==> config.mk <==
export PLATFORM = sky130hd
export DESIGN_NAME = p4_adder_resp
export DESIGN_NICKNAME = d
export VERILOG_FILES = /design/src/rtl/p4_adder_resp.sv
export SDC_FILE = /design/constraint.sdc
export NUM_CORES = 1
export LEC_CHECK = 0
export BUFFER_PORTS_ARGS = -buffer_cell sky130_fd_sc_hd__buf_2
export CELL_PAD_IN_SITES_DETAIL_PLACEMENT = 1
export CELL_PAD_IN_SITES_GLOBAL_PLACEMENT = 1
export CORE_MARGIN = 3
export CORE_UTILIZATION = 39
export DETAILED_ROUTE_END_ITERATION = 16
export PLACE_DENSITY = 0.79
export SETUP_SLACK_MARGIN = 0.5
export SYNTH_ARGS = -nofsm -noshare
export SYNTH_HDL_FRONTEND = slang
export SYNTH_SLANG_ARGS = --single-unit
==> constraint.sdc <==
create_clock -name clk -period 2.7 [get_ports clk]
set_clock_uncertainty 0.1 [all_clocks]
set_input_delay 0.27 -clock clk [delete_from_list [all_inputs] [get_ports clk]]
set_output_delay 0.27 -clock clk [all_outputs]
set_load 0.05 [all_outputs]
==> src/rtl/p4_adder_resp.sv <==
// Responder for the P4 adder request/response protocol: {a,b,cin} in, {s,cout,ovf} out.
// Latency: a response is valid two edges after its request is accepted, counting the accept edge; one result per cycle.
// Backpressure: a two-entry pipeline (stage 1 + output). in_ready drops when both are full and out_ready is low.
//
// Ports:
//   clk, rst             rising-edge clock, synchronous active-high reset
//   in_valid/in_ready    request handshake carrying a, b, cin
//   out_valid/out_ready  response handshake carrying s, cout, ovf
//   txn_cnt              number of retired responses, wraps at 2^CNT_W
module p4_adder_resp #(
  parameter int NBIT  = 32,
  parameter int CNT_W = 16
) (
  input  logic             clk,
  input  logic             rst,
  input  logic             in_valid,
  output logic             in_ready,
  input  logic [NBIT-1:0]  a,
  input  logic [NBIT-1:0]  b,
  input  logic             cin,
  output logic             out_valid,
  input  logic             out_ready,
  output logic [NBIT-1:0]  s,
  output logic             cout,
  output logic             ovf,
  output logic [CNT_W-1:0] txn_cnt
);

  localparam int LO = NBIT / 2;
  localparam int HI = NBIT - LO;

  // Stage-1 payload: low half already summed, high half carried raw together
  // with the carry into it. The operand sign bits are kept separately so the
  // overflow test does not have to reach back into the high-half operands.
  typedef struct packed {
    logic [LO-1:0] lo_sum;
    logic          c_mid;
    logic [HI-1:0] a_hi;
    logic [HI-1:0] b_hi;
    logic          a_msb;
    logic          b_msb;
  } st1_t;

  st1_t            v1_dat;
  logic            v1;
  logic            ld2;
  logic            adv1;
  logic            acc;
  logic            retire;
  logic [LO:0]     lo_full;
  logic [HI:0]     hi_full;
  logic [NBIT-1:0] s_nxt;
  logic            ovf_nxt;

  // Output register can take stage 1 when it is empty or being drained this
  // cycle; stage 1 can take a new request when it is empty or moving on.
  // This gives the out_ready -> in_ready combinational path and lets a
  // retire and a load happen in the same cycle without a bubble.
  assign ld2      = v1 && (!out_valid || out_ready);
  assign adv1     = !v1 || ld2;
  assign in_ready = adv1 && !rst;
  assign acc      = in_valid && in_ready;
  assign retire   = out_valid && out_ready;

  assign lo_full = {1'b0, a[LO-1:0]} + {1'b0, b[LO-1:0]} + {{LO{1'b0}}, cin};
  assign hi_full = {1'b0, v1_dat.a_hi} + {1'b0, v1_dat.b_hi} + {{HI{1'b0}}, v1_dat.c_mid};
  assign s_nxt   = {hi_full[HI-1:0], v1_dat.lo_sum};
  assign ovf_nxt = (v1_dat.a_msb == v1_dat.b_msb) && (s_nxt[NBIT-1] != v1_dat.a_msb);

  always_ff @(posedge clk) begin
    if (rst) begin
      v1     <= 1'b0;
      v1_dat <= '0;
    end else if (acc) begin
      v1            <= 1'b1;
      v1_dat.lo_sum <= lo_full[LO-1:0];
      v1_dat.c_mid  <= lo_full[LO];
      v1_dat.a_hi   <= a[NBIT-1:LO];
      v1_dat.b_hi   <= b[NBIT-1:LO];
      v1_dat.a_msb  <= a[NBIT-1];
      v1_dat.b_msb  <= b[NBIT-1];
    end else if (ld2) begin
      v1 <= 1'b0;
    end
  end

  // Data outputs only change on a load, so they stay stable while stalled
  // and keep their last value after the response retires.
  always_ff @(posedge clk) begin
    if (rst) begin
      out_valid <= 1'b0;
      s         <= '0;
      cout      <= 1'b0;
      ovf       <= 1'b0;
    end else if (ld2) begin
      out_valid <= 1'b1;
      s         <= s_nxt;
      cout      <= hi_full[HI];
      ovf       <= ovf_nxt;
    end else if (retire) begin
      out_valid <= 1'b0;
    end
  end

  always_ff @(posedge clk) begin
    if (rst) begin
      txn_cnt <= '0;
    end else if (retire) begin
      txn_cnt <= txn_cnt + CNT_W'(1);
    end
  end

endmodule

* Yosys cells after proc, flatten, opt, wreduce, memory -nomap -nowiden
Cells that the tools add are included.
** Word-level totals
- Bits in writable memories :: 0
- Word-level logic and storage cells :: 35
- Output and inout bits :: 52
- Register bits :: 103
- Input port bits :: 69
- Memory bits (read-only) :: 0
- Memories :: 0
- Latch bits :: 0
** Operators by class
- Multiply operators :: 0
- Bitwise logic cells :: 0
- Shift-type cells :: 0
- Equal/unequal tests :: 2
- Reduce and logical (&&, ||, !) cells :: 12
- Add/subtract/negate cells :: 5
- Order comparisons :: 0
- Mux-type cells :: 4
- Div/mod/pow operators :: 0
** Operators by type and width (number)
- adder 16 x 16 -> 17 bit :: 2
- adder 17 x 1 -> 17 bit :: 2
- adder 16 x 1 -> 16 bit (second input constant) :: 1
- logical AND 1 bit :: 5
- 2-to-1 mux 1 bit :: 4
- nonzero test 2 bit :: 2
- logical NOT 1 bit :: 3
- logical OR 1 bit :: 2
- equality test 1 bit :: 1
- inequality test 1 bit :: 1

* Logic depth before layout (Yosys ltp)
- Word-level depth :: 7
- Depth in mapped cells :: 8
- Mapped depth without buffers :: 8

* Worst setup path before layout
OpenSTA, ideal clock, no wires.
- Path type :: register to register
- Start :: register v1_dat[2] (netlist name)
- End :: register s[30]
- Slack :: 197 ps
- Path buffers :: 0
- Library setup time :: 87 ps
- Period minus slack after synthesis :: 2503 ps
- Arrival :: 2316 ps
- Data required time :: 2513 ps
- Stages on the path, launching flop included :: 9
- Cell sequence :: dfxtp_1 > fa_1 > fa_1 > a211oi_1 > o2111ai_2 > a31oi_2 > a21oi_2 > xnor2_1 > o31ai_1
** On the way
- Cells in the longest elaborated chain, start to end :: 2
** Ends and longest elaborated chain
- start: declaration :: RTL line 44 : st1_t v1_dat;
- adder 16 x 16 -> 17 bit :: RTL line 66 : assign hi_full = {1'b0, v1_dat.a_hi} + {1'b0, v1_dat.b_hi} + {{HI{1'b0}}, v1_dat.c_mid};
- adder 17 x 1 -> 17 bit :: RTL line 66
- end signal: assignment :: RTL line 97 : s <= s_nxt;
- end: declaration :: RTL line 23 : output logic [NBIT-1:0] s,
Every way passes these cells.
A chain may end at the register's enable or synchronous reset.

* Worst setup path after layout
- Start :: register v1_dat[34] (netlist name)
- End :: register s[30]
** On the way
- Cells in the longest elaborated chain, start to end :: 1
** Ends and longest elaborated chain (RTL line)
- adder 17 x 1 -> 17 bit :: 66
Every way passes these cells.

==> metrics.txt <==
critical path class flip-flop to flip-flop; synthesized area 5150 sq um; CTS Buf Count 9; antenna-violating nets left 0; Final Slew Violations 0; cell mode on critical path fa_2; Fillers 1592; initial antenna violation count 0; DRC 0; GRT Util Overall 0.216; vias after detailed routing 5103; endpoints failing hold 0; Seq/Total Area, Yosys 0.393; CTS max path bufs 2; FF+latch area 2020 sq um; Ports 121; Skew-Pair Late Insertion Delay 0.33 ns; Setup crit start kind flip-flop; final core occ 0.511; # nets final 867; first-pass GRT wire length 25800 um; worst slew pin tran 0.584 ns; vias per std cell 5.43; CP arrival 2.57 ns; area occupied by multi-input gates 3150 sq um; Slew HR 0.606; hpwl dp 11900 um; CTS Sinks 101; DRT iter0 DRCs 228; slowest CP cell fa_2; number of flops mapped to enable cells by yosys 0; critical-path cell list fa_2 -> fa_2 -> a211oi_4 -> o2111ai_4 -> a31oi_4 -> a21oi_2 -> xnor2_1 -> o31ai_1; # port buffers 120; Reg clk slew, reported paths 0.07 ns; Critical Path End Type flip-flop; fin crit period 2.42 ns; PD cells 595 nW/um^2; grt ovf 0; Mapped Nets 745; vias in the first global route 5270; Avg Inst Size Synth 8.03 sq um; share of post-route cells with drive strength above 1 0.257; period utilization 0.895; Final WS setup 0.283 ns; CP required 2.85 ns; most frequent cells in the layout nand2_1, buf_2, dfxtp_1; RSZ-0062 raised after global routing yes; Sum Neg Setup Slack 0 ns; total of warnings raised by yosys 0; Netlist cell types 55; RD Place Congestion 0.925; run status finished clean; Rows 41; Post-synth ARST share 0; number of max-cap violations 0; wire per inst 17.1 um; cell count after synthesis 641; largest net degree at the start of global routing 34; CTS tree yes; Layout area overhead 26.7%; number of H-tree levels 3; Power Total 3.88 mW; most common cell after layout, fill and taps aside nand2_1; worst slack, placed 0.0748 ns; core area 12800 sq um; maximum fanout along the worst path 3; maximum resistive drop on vdd 0.000321 V; TritonRoute pass-1 iters 4; Die Ht 121 um; Crit path largest cell delay 0.40 ns; diode count 0; Main synth FF type dfxtp_1; WL final 16100 um; Root Buffer clkbuf_16; hold slack final 0.0114 ns; fmax 0.414 GHz; Setup-failing EPs final 0; die area 14600 sq um; cts-stage hold buffer count 0; FF+latch count, synth 101; Worst Hold Class input port to flip-flop; initial core utilization 0.403; Die W 121 um; Leak 2.96 nW
[registers in the layout (all words and copies together), names as in the netlist]
name	count
v1_dat	33
s	32
s_nxt	16
txn_cnt	16
cout	1
out_valid	1
ovf	1
v1	1
[power breakdown]
part	internal [mW]	switching, mW
Sequential	1.59	0.0669
Combinational	0.295	0.495
Clock	0.866	0.571
[layout make-up]
cell class | count | area share
multi-input cells | 502 | 0.484
clock inverters | 4 | 0.0119
clock buffers | 11 | 0.0387
inverters | 7 | 0.00403
repair buffers | 142 | 0.119
flip-flops and latches | 101 | 0.310
well taps | 172 | 0.0330
[cells in the mapped netlist, types with 4 or more instances]
master / instances / area share
and3_1: 8 / 0.0097
ha_1: 31 / 0.075
or3_1: 9 / 0.011
nand2_1: 141 / 0.10
o21a_1: 6 / 0.0087
o211ai_1: 4 / 0.0058
nor2_1: 37 / 0.027
dfxtp_1: 101 / 0.39
a21oi_1: 48 / 0.047
o31ai_1: 4 / 0.0058
xnor2_1: 14 / 0.024
buf_2: 12 / 0.012
o21ai_0: 25 / 0.024
clkbuf_1: 16 / 0.012
nand3_1: 70 / 0.068
inv_1: 7 / 0.0051
a21o_1: 12 / 0.018
a211oi_1: 9 / 0.013
xor2_1: 13 / 0.022
nor3_1: 8 / 0.0078
fa_1: 4 / 0.016
or4_1: 4 / 0.0058
[final timing paths]
kind	slack, ns	start	to	depth (start not counted)
setup / recovery	0.28	v1_dat[34]$_SDFFE_PP0P_	s[30]$_SDFFE_PP0P_	8
hold / removal	0.01	a[31]	v1_dat[33]$_SDFFE_PP0P_	3
setup reg to reg	0.28	v1_dat[34]$_SDFFE_PP0P_	s[30]$_SDFFE_PP0P_	8
hold reg to reg	0.35	s[3]$_SDFFE_PP0P_	s[3]$_SDFFE_PP0P_	2
[metrics by stage]
stage	area (sq um)	instances
finish	6520	939
global route	6520	939
CTS	6340	932
detailed placement	5950	914
global placement	5950	914
floorplan	5170	641
[critical path: cells and delay by family, from the launching register on]
kind	cells	cell delay, ns
adders and majority gates	2	0.78
xor gates and xnor gates	1	0.13
DFF	1	0.33
AOI/OAI and AO/OA	5	0.98
[routing by layer]
metal  global-route usage  share of wire  vias to the layer above
li1                     -              -                     2492
met1                0.285           0.46                     2479
met2                0.373           0.50                      117
met3               0.0303          0.039                       15
met4               0.0559         0.0099                        0
met5                    0              0                        -
[cell families (layout without fill, tap and decap cells)]
| family | Yosys count | after routing | share of synthesized area |
|---|---|---|---|
| simple gates | 300 | 300 | 0.263 |
| compound gates | 139 | 139 | 0.174 |
| flops | 101 | 101 | 0.393 |
| buf+inv | 38 | 164 | 0.0314 |
| fa+ha+maj | 35 | 35 | 0.0909 |
| xor+xnor | 27 | 27 | 0.0459 |
| mux | 1 | 1 | 0.00194 |
[timing repair]
item	in CTS	in global routing
gates resized for setup	5	29
buffers inserted	3	7
setup endpoints to repair	8	16
pin swaps	8	16
Note: power is estimated with default switching activity, not from simulation.
